File: src/rtl/ex_sequencer_pkg.sv
// Shared opcode, condition-code and FSM definitions for the execute-stage sequencer.
// Optional trap-on-overflow behaviour is selected with EX_TRAP_ON_OVF_EN.
package ex_sequencer_pkg;

   localparam logic [3:0] OP_ADD       = 4'd0;
   localparam logic [3:0] OP_SUB       = 4'd1;
   localparam logic [3:0] OP_MULT      = 4'd2;
   localparam logic [3:0] OP_AND       = 4'd3;
   localparam logic [3:0] OP_OR        = 4'd4;
   localparam logic [3:0] OP_XOR       = 4'd5;
   localparam logic [3:0] OP_NOT       = 4'd6;
   localparam logic [3:0] OP_EQUAL     = 4'd8;
   localparam logic [3:0] OP_NOT_EQUAL = 4'd9;
   localparam logic [3:0] OP_LT        = 4'd10;
   localparam logic [3:0] OP_LTE       = 4'd11;
   localparam logic [3:0] OP_GT        = 4'd12;
   localparam logic [3:0] OP_GTE       = 4'd13;

   localparam int CC_BR  = 0;
   localparam int CC_OVF = 1;
   localparam int CC_UDF = 2;

   typedef enum logic [1:0] {
      ST_IDLE = 2'd0,
      ST_EXEC = 2'd1,
      ST_RESP = 2'd2
   } state_e;

   // Arithmetic/logic ops write the register file; compares and undefined codes do not.
   function automatic logic op_writes_reg(input logic [3:0] op);
      return (op <= OP_NOT);
   endfunction

   function automatic logic op_is_addsub(input logic [3:0] op);
      return (op == OP_ADD) || (op == OP_SUB);
   endfunction

endpackage

File: src/rtl/ex_sequencer_cycle_counter.sv
// Loadable down-counter that sets how many EXEC cycles an op is held for.
module ex_cycle_counter #(
   parameter int W = 4
) (
   input  logic         clk,
   input  logic         rst_n,
   input  logic         load_i,
   input  logic [W-1:0] load_val_i,
   input  logic         dec_i,
   output logic         zero_o
);

   logic [W-1:0] cnt_q, cnt_d;

   always_comb begin
      cnt_d = cnt_q;
      if (load_i) begin
         cnt_d = load_val_i;
      end else if (dec_i && (cnt_q != '0)) begin
         cnt_d = cnt_q - 1'b1;
      end
   end

   always_ff @(posedge clk) begin
      if (!rst_n) begin
         cnt_q <= '0;
      end else begin
         cnt_q <= cnt_d;
      end
   end

   assign zero_o = (cnt_q == '0);

endmodule

File: src/rtl/ex_sequencer.sv
// Execute-stage controller: registers operands for an external ALU, captures its result,
// resolves branches and keeps sticky overflow/underflow. EX_TRAP_ON_OVF_EN adds the trap output.
module ex_sequencer
   import ex_sequencer_pkg::*;
#(
   parameter int MULT_CYCLES = 2
) (
   input  logic        clk,
   input  logic        rst_n,
   input  logic        in_valid,
   output logic        in_ready,
   input  logic [3:0]  in_op,
   input  logic [31:0] in_a,
   input  logic [31:0] in_b,
   input  logic [31:0] in_pc,
   input  logic [31:0] in_imm,
   input  logic [4:0]  in_rd,
   input  logic        in_is_branch,
   output logic [31:0] alu_a,
   output logic [31:0] alu_b,
   output logic [3:0]  alu_op,
   input  logic [31:0] alu_out,
   input  logic [3:0]  alu_cc,
   output logic        wb_valid,
   input  logic        wb_ready,
   output logic [31:0] wb_data,
   output logic [4:0]  wb_rd,
   output logic        wb_we,
   output logic        br_valid,
   output logic        br_taken,
   output logic [31:0] br_target,
   input  logic        exc_clr,
   output logic        exc_ovf,
   output logic        exc_udf,
`ifdef EX_TRAP_ON_OVF_EN
   output logic        trap,
`endif
   output logic [1:0]  dbg_state_o,
   output logic [3:0]  dbg_cc_o
);

   // Handshakes: a transfer happens on a rising edge where valid and ready are both high;
   // the offering side holds its payload stable until that edge.

   localparam logic [3:0] MULT_LOAD = 4'(MULT_CYCLES - 1);

   state_e      state_q, state_d;
   logic [31:0] a_q, a_d, b_q, b_d, tgt_q, tgt_d, data_q, data_d;
   logic [3:0]  op_q, op_d, cc_q, cc_d;
   logic [4:0]  rd_q, rd_d;
   logic        is_br_q, is_br_d, we_q, we_d, brv_q, brv_d;
   logic        ovf_q, ovf_d, udf_q, udf_d, trap_q, trap_d;
   logic        cnt_zero, capture, ovf_set, udf_set;

   ex_cycle_counter #(.W(4)) u_cnt (
      .clk        (clk),
      .rst_n      (rst_n),
      .load_i     ((state_q == ST_IDLE) && in_valid),
      .load_val_i ((in_op == OP_MULT) ? MULT_LOAD : 4'd0),
      .dec_i      (state_q == ST_EXEC),
      .zero_o     (cnt_zero)
   );

   assign capture = (state_q == ST_EXEC) && cnt_zero;
   assign ovf_set = capture && op_is_addsub(op_q) && alu_cc[CC_OVF];
   assign udf_set = capture && (op_q == OP_SUB) && alu_cc[CC_UDF];

   always_comb begin
      state_d = state_q;
      a_d     = a_q;
      b_d     = b_q;
      op_d    = op_q;
      rd_d    = rd_q;
      is_br_d = is_br_q;
      tgt_d   = tgt_q;
      data_d  = data_q;
      cc_d    = cc_q;
      we_d    = we_q;
      brv_d   = 1'b0;
      trap_d  = 1'b0;
      case (state_q)
         ST_IDLE: begin
            if (in_valid) begin
               a_d     = in_a;
               b_d     = in_b;
               op_d    = in_op;
               rd_d    = in_rd;
               is_br_d = in_is_branch;
               tgt_d   = in_pc + in_imm;
               state_d = ST_EXEC;
            end
         end
         ST_EXEC: begin
            if (cnt_zero) begin
               data_d  = alu_out;
               cc_d    = alu_cc;
`ifdef EX_TRAP_ON_OVF_EN
               we_d    = op_writes_reg(op_q) && !ovf_set;
               trap_d  = ovf_set;
`else
               we_d    = op_writes_reg(op_q);
`endif
               brv_d   = is_br_q;
               state_d = ST_RESP;
            end
         end
         ST_RESP: begin
            if (wb_ready) state_d = ST_IDLE;
         end
         default: state_d = ST_IDLE;
      endcase
      // A flag being set on the same edge as a clear must survive.
      ovf_d = ovf_set || (ovf_q && !exc_clr);
      udf_d = udf_set || (udf_q && !exc_clr);
   end

   always_ff @(posedge clk) begin
      if (!rst_n) begin
         state_q <= ST_IDLE;
         a_q     <= '0;
         b_q     <= '0;
         op_q    <= '0;
         rd_q    <= '0;
         is_br_q <= 1'b0;
         tgt_q   <= '0;
         data_q  <= '0;
         cc_q    <= '0;
         we_q    <= 1'b0;
         brv_q   <= 1'b0;
         ovf_q   <= 1'b0;
         udf_q   <= 1'b0;
         trap_q  <= 1'b0;
      end else begin
         state_q <= state_d;
         a_q     <= a_d;
         b_q     <= b_d;
         op_q    <= op_d;
         rd_q    <= rd_d;
         is_br_q <= is_br_d;
         tgt_q   <= tgt_d;
         data_q  <= data_d;
         cc_q    <= cc_d;
         we_q    <= we_d;
         brv_q   <= brv_d;
         ovf_q   <= ovf_d;
         udf_q   <= udf_d;
         trap_q  <= trap_d;
      end
   end

   assign in_ready    = rst_n && (state_q == ST_IDLE);
   assign alu_a       = a_q;
   assign alu_b       = b_q;
   assign alu_op      = op_q;
   assign wb_valid    = (state_q == ST_RESP);
   assign wb_data     = data_q;
   assign wb_rd       = rd_q;
   assign wb_we       = we_q;
   assign br_valid    = brv_q;
   assign br_taken    = cc_q[CC_BR];
   assign br_target   = tgt_q;
   assign exc_ovf     = ovf_q;
   assign exc_udf     = udf_q;
   assign dbg_state_o = state_q;
   assign dbg_cc_o    = cc_q;
`ifdef EX_TRAP_ON_OVF_EN
   assign trap        = trap_q;
`else
   logic unused_trap;
   assign unused_trap = trap_q;
`endif

endmodule

File: config.mk
export PLATFORM = sky130hd
export DESIGN_NAME = ex_sequencer
export DESIGN_NICKNAME = d
export VERILOG_FILES = /design/src/rtl/ex_sequencer_pkg.sv /design/src/rtl/ex_sequencer_cycle_counter.sv /design/src/rtl/ex_sequencer.sv
export SDC_FILE = /design/constraint.sdc
export NUM_CORES = 1
export LEC_CHECK = 0
export ABC_AREA = 1
export BUFFER_PORTS_ARGS = -buffer_cell sky130_fd_sc_hd__buf_2
export CORE_AREA = 2 2 126 128
export CTS_CLUSTER_SIZE = 16
export DETAILED_ROUTE_END_ITERATION = 10
export DIE_AREA = 0 0 128 130
export PLACE_DENSITY_LB_ADDON = 0.3
export RECOVER_POWER = 25
export SLEW_MARGIN = 40
export SYNTH_ARGS = -nofsm -noshare
export SYNTH_HDL_FRONTEND = slang
export SYNTH_HIERARCHICAL = 1
export SYNTH_SLANG_ARGS = --single-unit
File: constraint.sdc
create_clock -name clk -period 3.2 [get_ports clk]
set_clock_uncertainty 0.05 [all_clocks]
set_input_delay 0.16 -clock clk [delete_from_list [all_inputs] [get_ports clk]]
set_output_delay 0.16 -clock clk [all_outputs]
set_load 0.02 [all_outputs]
==> metrics.txt <==
area taken by multi-input logic gates=4070 um^2; Layout Cells excl Fill=1,842; CP Launch Type=flop; Synth async-reset ratio=0%; Max Root-Sink Buffers=2; port bufs=328; most instantiated cells after synthesis=304 x nand2_1, 253 x nor2_1, 153 x inv_1, 152 x dfxtp_1, 90 x o21ai_0; DP HPWL=17.2 mm; top-area cell type share of the netlist area=38.3%; TritonCTS clock tree=built; vias in the first global route=8,413; CP delay by family, top=simple AND/OR/NAND/NOR gates; synth top area cells=dfxtp_1 38%, nand2_1 14%, nor2_1 12%, inv_1 7.2%, o21ai_0 5.7%; instance count on the critical path=10; largest net degree at the start of global routing=92; sequential fraction of the synthesis area=38.3%; Setup-failing EPs final=0; Iter 0 DRT Violations=602; RePlAce Congestion=0.963; area leader, netlist=dfxtp_1; die width=128 um; share of cells above drive strength 1=20.0%; Power Density=533 nW/um^2; TritonCTS Buffers=17; Post-synth EDFFs=0; Die H=130 um; final WL=26.4 mm; # rows=46; Req. time, crit path=3.49 ns; initial antenna violation count=1; minimum clock period=2.08 ns; Vias=9,222; clk root buf=clkbuf_16; Synth Instances=1,224; WS Path Type=flop to flop; flops & latches, synth=152; Setup TNS=0 ns; worst min path class=input pin to flop; drt via density=5.01; RSZ-0062 raised after global routing=no; Slew Viols, Final=0; Storage cell area=3040 um^2; nature of the critical path endpoint=flop; fin crit share=64.9%; All-Layer GR Usage=30.5%; die area=16,600 um^2; Main synth FF type=dfxtp_1; Core Region=15,400 um^2; Synth Warn #=6; Place WS=1.18 ns; clock sinks=152; Critical Path Fanout Max=36; Final ANT Viol Nets=0; H-tree levels=4; max-cap violation count=0; Initial Util=51.5%; post-CTS setup buffers=0; average wire per standard cell=14.3 um; CP arrival=2.37 ns; CP dominant cell by count=inv_1; Clk pin slew, worst setup/hold paths=0.06 ns; Mean Syn Cell Area=6.49 um^2; Clock Latency Late Sink=0.41 ns; slew of the pin with the lowest slew margin=0.800 ns; Pleak=5.90 nW; fillers=1,259; r2r worst-path depth=10; count leader, synth=nand2_1; IO Pins=329; critical-path cell list=inv_1 > ha_1 > nand3_2 > inv_1 > nand2_2 > inv_2 > nand2_1 > nor4_1 > a21oi_1 > nor2_1; Final Cell Area=11,200 um^2; Inst Count DP=1,705; max_slew headroom=46.7%; Max VDD drop=0.000372 V; # nets final=1,849; TritonRoute pass-1 iters=8; power consumption=5.97 mW; final worst slack=1.12 ns; status=complete, no violations; GRT Residual Overflow=0; synthesized area=7950 um^2; Yosys cell types=38; Cells on Worst Hold Path=3; crit path buf inv count=3; Hold Fails Final Rpt=0; Placed Area=9660 um^2; highest-delay cell along the critical path=inv_2; Max Clock Freq=481 MHz; synth-to-layout area growth=40.8%; DRC=0; first-pass GRT wire length=40.5 mm; peak per-stage delay on the critical path=0.44 ns
flip-flops by register name, summed over array words and instances (netlist names), 2 cells and up:
| name | cells |
|---|---|
| dbg_state_o | 2 |
| alu_a | 32 |
| br_target | 32 |
| alu_op | 4 |
| u_cnt/cnt_q | 4 |
| wb_rd | 5 |
| alu_b | 32 |
| wb_data | 32 |
| dbg_cc_o | 4 |
power breakdown:
part	switching [mW]	internal (mW)
Sequential	0.129	2.12
Combinational	1.17	0.626
Clock	0.776	1.14
final timing paths:
| kind | start | to | slack (ns) |
|---|---|---|---|
| worst max-delay path | u_cnt/cnt_q[0] | exc_udf | 1.12 |
| worst min-delay path | in_a[23] | alu_a[23] | 0.02 |
| worst max register to register | u_cnt/cnt_q[0] | exc_udf | 1.12 |
| worst min register to register | is_br_q | br_valid | 0.40 |
worst reg2reg max path: cells and delay by family, from the launching register on:
family / cells / cell delay (ns)
DFF: 1 / 0.32
and+or+nand+nor: 5 / 0.71
AOI/OAI and AO/OA: 1 / 0.08
buffers and inverters: 3 / 0.64
adders and majority gates: 1 / 0.23
routing by layer:
layer  global-route usage (%)  wire [um]  up-vias
li1                         -          -     4599
met1                     34.1      10300     4084
met2                     53.4      12800      427
met3                     7.54       1900      112
met4                     17.7       1390        0
met5                        0          0        -
area by class of cell:
| cell class | count | share of cell area, % |
|---|---|---|
| Inverter | 163 | 5.53 |
| Clock buffer | 20 | 3.90 |
| Multi-Input combinational cell | 865 | 36.4 |
| Tap cell | 192 | 2.15 |
| Antenna cell | 1 | 0.0224 |
| Clock inverter | 11 | 1.11 |
| Sequential cell | 152 | 27.2 |
| Timing Repair Buffer | 438 | 23.7 |
cells by family after synthesis:
logic type	synth area share [%]
AO/OA/AOI/OAI	11.1
XOR/XNOR	1.76
adder cells (fa/ha/maj)	5.29
buffers and inverters	10.6
flip-flops	38.3
other	0.0472
AND/OR/NAND/NOR	32.9
what timing repair did:
| item | in CTS | in global routing |
|---|---|---|
| hold buffers | 105 | 0 |
| resized for setup | 0 | 0 |
| endpoints found under the hold margin | 105 | 0 |
cell usage in the layout, fill, tap and decap left out, types with 3 or more instances in the layout:
master and instances:
nor2_2 5, o21ai_1 4, nor2_1 253, conb_1 3
xor2_1 14, nand2_1 303, buf_4 4, buf_2 253
dlygate4sd3_1 105, nand3_2 5, o21ai_0 90, nor3_1 5
nand3_1 44, clkinvlp_4 3, inv_2 7, ha_1 32
clkinv_2 4, dfxtp_1 152, clkbuf_1 78, clkbuf_16 17
nand4_1 3, a21oi_1 66, nand2_4 3, inv_1 153
nand2_2 15
metrics by stage:
stage / hold slack [ns] / utilization, %
CTS: 0.00355 / 73.1
floorplan: 0.230 / -
finish: 0.0199 / 72.5
detailed placement: 0.366 / 62.7
global placement: 0.357 / 62.6
global route: 0.0162 / 72.5
Note: power is estimated with default switching activity, not from simulation.
